`src/rtl/prach_mixer.sv`:
```
// PRACH complex mixer: aligns the IQ stream with the NCO cos/sin stream,
// monitors that alignment, then multiplies, rounds half-up and saturates.
module prach_mixer #(
  parameter int unsigned NCO_LATENCY = 4,
  parameter bit          CONJ        = 1'b1
) (
  input  logic        clk,
  input  logic        rst,
  input  logic [15:0] din_i,
  input  logic [15:0] din_q,
  input  logic        din_dv,
  input  logic [7:0]  din_chn,
  input  logic        sync_in,
  input  logic [15:0] nco_cos,
  input  logic [15:0] nco_sin,
  input  logic        nco_dv,
  input  logic [7:0]  nco_chn,
  input  logic        nco_sync,
  output logic [15:0] dout_i,
  output logic [15:0] dout_q,
  output logic        dout_dv,
  output logic [7:0]  dout_chn,
  output logic        sync_out,
  output logic        err_align
);

  localparam int unsigned LAST = NCO_LATENCY - 1;

  logic signed [15:0]     ai_q   [NCO_LATENCY];
  logic signed [15:0]     aq_q   [NCO_LATENCY];
  logic [7:0]             achn_q [NCO_LATENCY];
  logic [NCO_LATENCY-1:0] adv_q;
  logic [NCO_LATENCY-1:0] async_q;

  logic signed [15:0] a_i, a_q, cos_s, sin_s;
  logic [7:0]         a_chn;
  logic               a_dv, a_sync;
  logic               mismatch, err_q, err_d;
  logic               unused_nco_chn;

  logic signed [31:0] pii_d, pqs_d, pqc_d, pis_d;
  logic signed [31:0] m1_pii_q, m1_pqs_q, m1_pqc_q, m1_pis_q;
  logic               m1_dv_q, m1_sync_q;
  logic [7:0]         m1_chn_q;

  logic signed [32:0] re_d, im_d;
  logic signed [32:0] m2_re_q, m2_im_q;
  logic               m2_dv_q, m2_sync_q;
  logic [7:0]         m2_chn_q;

  logic [15:0] dout_i_q, dout_q_q;
  logic [7:0]  dout_chn_q;
  logic        dout_dv_q, sync_out_q;

  assign a_i    = ai_q[LAST];
  assign a_q    = aq_q[LAST];
  assign a_chn  = achn_q[LAST];
  assign a_dv   = adv_q[LAST];
  assign a_sync = async_q[LAST];
  assign cos_s  = nco_cos;
  assign sin_s  = nco_sin;

  // Only the low three channel bits take part in the alignment check.
  assign unused_nco_chn = ^nco_chn[7:3];

  assign mismatch = (a_dv != nco_dv) | (a_sync != nco_sync) |
                    (a_dv & (a_chn[2:0] != nco_chn[2:0]));

  // A fresh mismatch overrides a clean sync in the same cycle.
  always_comb begin
    err_d = err_q;
    if (mismatch) begin
      err_d = 1'b1;
    end else if (a_sync) begin
      err_d = 1'b0;
    end
  end

  always_comb begin
    pii_d = 32'(a_i) * 32'(cos_s);
    pqs_d = 32'(a_q) * 32'(sin_s);
    pqc_d = 32'(a_q) * 32'(cos_s);
    pis_d = 32'(a_i) * 32'(sin_s);
  end

  always_comb begin
    if (CONJ) begin
      re_d = 33'(m1_pii_q) + 33'(m1_pqs_q);
      im_d = 33'(m1_pqc_q) - 33'(m1_pis_q);
    end else begin
      re_d = 33'(m1_pii_q) - 33'(m1_pqs_q);
      im_d = 33'(m1_pqc_q) + 33'(m1_pis_q);
    end
  end

  function automatic logic [15:0] round_sat(input logic signed [32:0] x);
    logic signed [33:0] t;
    t = ($signed({x[32], x}) + 34'sd8192) >>> 14;
    if (t > 34'sd32767) begin
      round_sat = 16'h7fff;
    end else if (t < -34'sd32768) begin
      round_sat = 16'h8000;
    end else begin
      round_sat = t[15:0];
    end
  endfunction

  always_ff @(posedge clk) begin
    if (rst) begin
      for (int unsigned k = 0; k < NCO_LATENCY; k++) begin
        ai_q[k]   <= '0;
        aq_q[k]   <= '0;
        achn_q[k] <= '0;
      end
      adv_q      <= '0;
      async_q    <= '0;
      err_q      <= 1'b0;
      m1_pii_q   <= '0;
      m1_pqs_q   <= '0;
      m1_pqc_q   <= '0;
      m1_pis_q   <= '0;
      m1_dv_q    <= 1'b0;
      m1_sync_q  <= 1'b0;
      m1_chn_q   <= '0;
      m2_re_q    <= '0;
      m2_im_q    <= '0;
      m2_dv_q    <= 1'b0;
      m2_sync_q  <= 1'b0;
      m2_chn_q   <= '0;
      dout_i_q   <= '0;
      dout_q_q   <= '0;
      dout_dv_q  <= 1'b0;
      dout_chn_q <= '0;
      sync_out_q <= 1'b0;
    end else begin
      ai_q[0]    <= din_i;
      aq_q[0]    <= din_q;
      achn_q[0]  <= din_chn;
      adv_q[0]   <= din_dv;
      async_q[0] <= sync_in;
      for (int unsigned k = 1; k < NCO_LATENCY; k++) begin
        ai_q[k]    <= ai_q[k-1];
        aq_q[k]    <= aq_q[k-1];
        achn_q[k]  <= achn_q[k-1];
        adv_q[k]   <= adv_q[k-1];
        async_q[k] <= async_q[k-1];
      end
      err_q      <= err_d;
      m1_pii_q   <= pii_d;
      m1_pqs_q   <= pqs_d;
      m1_pqc_q   <= pqc_d;
      m1_pis_q   <= pis_d;
      m1_dv_q    <= a_dv;
      m1_sync_q  <= a_sync;
      m1_chn_q   <= a_chn;
      m2_re_q    <= re_d;
      m2_im_q    <= im_d;
      m2_dv_q    <= m1_dv_q;
      m2_sync_q  <= m1_sync_q;
      m2_chn_q   <= m1_chn_q;
      if (m2_dv_q) begin
        dout_i_q <= round_sat(m2_re_q);
        dout_q_q <= round_sat(m2_im_q);
      end
      dout_dv_q  <= m2_dv_q;
      dout_chn_q <= m2_chn_q;
      sync_out_q <= m2_sync_q;
    end
  end

  assign dout_i    = dout_i_q;
  assign dout_q    = dout_q_q;
  assign dout_dv   = dout_dv_q;
  assign dout_chn  = dout_chn_q;
  assign sync_out  = sync_out_q;
  assign err_align = err_q;

endmodule

```
`config.mk`:
```
export PLATFORM = sky130hd
export DESIGN_NAME = prach_mixer
export DESIGN_NICKNAME = d
export VERILOG_FILES = /design/src/rtl/prach_mixer.sv
export SDC_FILE = /design/constraint.sdc
export NUM_CORES = 2
export LEC_CHECK = 0
export BUFFER_PORTS_ARGS = -buffer_cell sky130_fd_sc_hd__buf_4
export CAP_MARGIN = 20
export CORE_MARGIN = 3
export CORE_UTILIZATION = 45
export CTS_CLUSTER_DIAMETER = 50
export DETAILED_ROUTE_END_ITERATION = 16
export GPL_TIMING_DRIVEN = 0
export PLACE_DENSITY = 0.62
export SYNTH_ARGS = -nofsm -noshare
export SYNTH_HDL_FRONTEND = slang
export SYNTH_SLANG_ARGS = --single-unit
export TNS_END_PERCENT = 30
```
`constraint.sdc`:
```
create_clock -name clk -period 14.13 [get_ports clk]
set_clock_uncertainty 0.15 [all_clocks]
set_input_delay 0.7065 -clock clk [delete_from_list [all_inputs] [get_ports clk]]
set_output_delay 0.7065 -clock clk [all_outputs]
set_load 0.01 [all_outputs]
```
==> metrics.cfg <==
[outcome]
status = complete, no violations

[clock_tree]
cts_tree = built
h-tree-depth = 2
clk_path_buf_depth = 3
cts_hold_buf = 0
numCtsBuffers = 50
clk_pin_slew_ps = 60
cts_resized = 0
cts_setup_buffers = 0
worstSkewPairLatency_ps = 680
clock_sinks = 399
clock-root-buffer = clkbuf_16

[place]
dpl.hpwl_um = 144000
portBuffers = 122
dp.cells = 7290
dpl_worst_slack_ps = 5530
place_congestion = 1.00

[detailed_routing]
drt_iter0_drc = 3074
dr.pass1.iters = 6
ant_nets = 0
viasPerCell = 5.25
routed_wl_um = 174000
drc = 0
via_count = 38880
post_drt_wl_per_cell_um = 23.5

[worst_setup_path]
rr_startpoint = ai_q[0][63]
ff2ff_path_depth = 21
crit_path_max_incr_delay_ps = 1020
crit_fanout = 10
worst-r2r-setup-slack_ps = 5350
path_common_cell = fa_1
timing.rr.end = m1_pii_q[31]
worstSetupEndpointType = flop
critPathKind = reg2reg
start_kind = flop
critical_path.cell_chain = clkbuf_1, nand2_1, inv_1, fa_1, fa_1, fa_1, fa_1, fa_1, inv_1, fa_1, inv_1, ha_1, a21o_1, a21oi_1, o31ai_1, a31oi_1, nand3b_1, a211oi_1, o21ai_1, xnor2_1, nor2_1
cp.required_ps = 14470
cpMaxStageDelayCell = xnor2_1
worstPathArrival_ps = 9130

[cells_and_area]
final_core_util = 0.499
fin_cells = 7400
drive_above_1_share = 0.0425
finish.net_count = 7363
syn_to_final_growth_pct = 9.25

[die]
num_rows = 124
die_w_um = 348
start_util = 0.457
die_h_um = 348
die_area_sq_mm = 0.121
core-area_sq_mm = 0.115
io-pin-count = 129

[yosys]
synth_edf_count = 0
synth_area_per_cell_sq_um = 9.32
synth_async_sr_flop_share = 0
ys_seq_elements = 399
synth_cell_type_count = 70
syn_area_sq_mm = 0.0526
synth-seq-area-share = 0.152
synthCells = 5647
syn_nets = 7173
ys.flop_type = dfxtp_1
ys_warn_count = 0

[sta]
finalSetupTns_ps = 0
drv_slew = 0
finalCritPeriodShare = 0.622
min_period_ps = 8780
fin_ws_ps = 5350
worstMarginPinSlew_ps = 1300
setup_viol = 0
fmax_ghz = 0.114
rsz0062_at_grt = false
max_slew_margin = 0.126
finalHoldViolCount = 0

[global_route]
grt_max_degree = 18
antenna_found_initial = 33
grtUsageTotal = 0.293
overflow = 0
first_global_vias = 41125
grt_pass1_wl_um = 259000

[hold_path]
min_to = async_q[0]
min_from = sync_in
hold_class = in2reg
min_delay_path_depth = 2

[power_and_ir_drop]
p_leak_nw = 28.9
power.density_mw_per_mm2 = 75.4
ir_drop_uv = 76.1

[job]
drv_cap = 0

## state kept, by name, indices dropped and copies added (netlist names), 16 cells and up
name and cells:
aq_q 64, m2_re_q 20, achn_q 32, m1_pqc_q 32, m1_pis_q 32, m1_pqs_q 32
m2_im_q 20, m1_pii_q 32, dout_i 16, ai_q 64, dout_q 16
## cell families (layout without fill, tap and decap cells)
kind of cell,after synthesis,count (layout),share of synthesized area
DFF,399,399,0.152
buffers and inverters,1462,1691,0.104
muxes,1,1,0.000214
other,0,12,0
xor gates and xnor gates,201,201,0.0335
and+or+nand+nor,1732,1732,0.166
adders and majority gates,1440,1440,0.492
AOI/OAI and AO/OA,412,412,0.0519
## worst max path at each step
stage	startpoint	to	slack, ps	cells after the start
floorplan	nco_cos[1]	m1_pii_q[30]	7460	21
global placement	nco_cos[1]	m1_pqc_q[30]	5510	23
detailed placement	nco_cos[1]	m1_pii_q[31]	5530	22
CTS	ai_q[0][63]	m1_pii_q[31]	5600	21
global route	ai_q[0][63]	m1_pii_q[31]	5130	21
finish	ai_q[0][63]	m1_pii_q[31]	5350	21
## critical path, delay by kind of cell (launching register included)
family / cells / cell delay (ps)
xor+xnor: 1 / 1020
compound gates: 6 / 1260
fa+ha+maj: 7 / 3810
buf+inv: 4 / 1200
simple gates: 3 / 470
flops: 1 / 680
## cells in the mapped netlist (20+ instances only)
library cell,instances,area share
ha_1,392,0.093
inv_1,1217,0.087
xnor2_1,129,0.021
nor2b_1,228,0.027
and2_1,508,0.060
and3_1,23,0.0027
o21ai_0,61,0.0058
nor2_1,265,0.019
nor3_1,26,0.0025
a211oi_1,28,0.0040
dfxtp_1,399,0.15
nand2b_1,40,0.0048
nand2_1,554,0.040
a21o_1,76,0.011
xor2_1,72,0.012
clkbuf_1,240,0.017
a21oi_1,113,0.011
o21bai_1,20,0.0029
fa_1,1048,0.40
nand3_1,40,0.0038
## area by class of cell
| type | instances | area, sq um |
|---|---|---|
| clock buffers | 59 | 1340 |
| well taps | 1512 | 1890 |
| multi-input cells | 3786 | 39100 |
| diodes | 12 | 30.0 |
| flip-flops and latches | 399 | 7990 |
| inverters | 1217 | 4570 |
| plain buffers | 245 | 931 |
| clock inverters | 32 | 445 |
| fillers | 11009 | 57600 |
| repair buffers | 138 | 1150 |
## layout by cell type, fill, tap and decap left out, drive strengths merged, types with 12 or more instances in the layout
cell type,netlist,final
inv,1217,1220
fa,1048,1048
nand2,554,554
and2,508,508
dfxtp,399,399
ha,392,392
clkbuf,240,301
nor2,265,265
nor2b,228,228
buf,5,141
xnor2,129,129
a21oi,115,115
a21o,76,76
xor2,72,72
o21ai,64,64
nand3,41,41
nand2b,40,40
a211oi,28,28
nor3,26,26
and3,23,23
o21bai,20,20
nand4,18,18
clkinv,0,17
o22ai,16,16
o21a,13,13
diode,0,12
## routing by layer
| metal | global-route usage | up-vias | part of all wire |
|---|---|---|---|
| li1 | - | 17147 | - |
| met1 | 0.378 | 19647 | 0.39 |
| met2 | 0.464 | 1650 | 0.45 |
| met3 | 0.0769 | 424 | 0.10 |
| met4 | 0.135 | 12 | 0.053 |
| met5 | 0 | - | 0.00046 |
## power breakdown
group / switching (mW) / internal (mW)
Clock: 0.548 / 0.785
Combinational: 1.02 / 0.634
Sequential: 0.0861 / 1.26
Total: 1.66 / 2.68
## metrics by stage
step	cell area (sq um)	total power [mW]	hold WS (ps)
after floorplan	52600	2.45	264
after global placement	55400	2.97	267
after detailed placement	55600	3.00	270
after CTS	57300	4.35	55.6
after global routing	57500	4.61	85.3
final	57500	4.33	92.9
(Power assumes the default switching activity.)
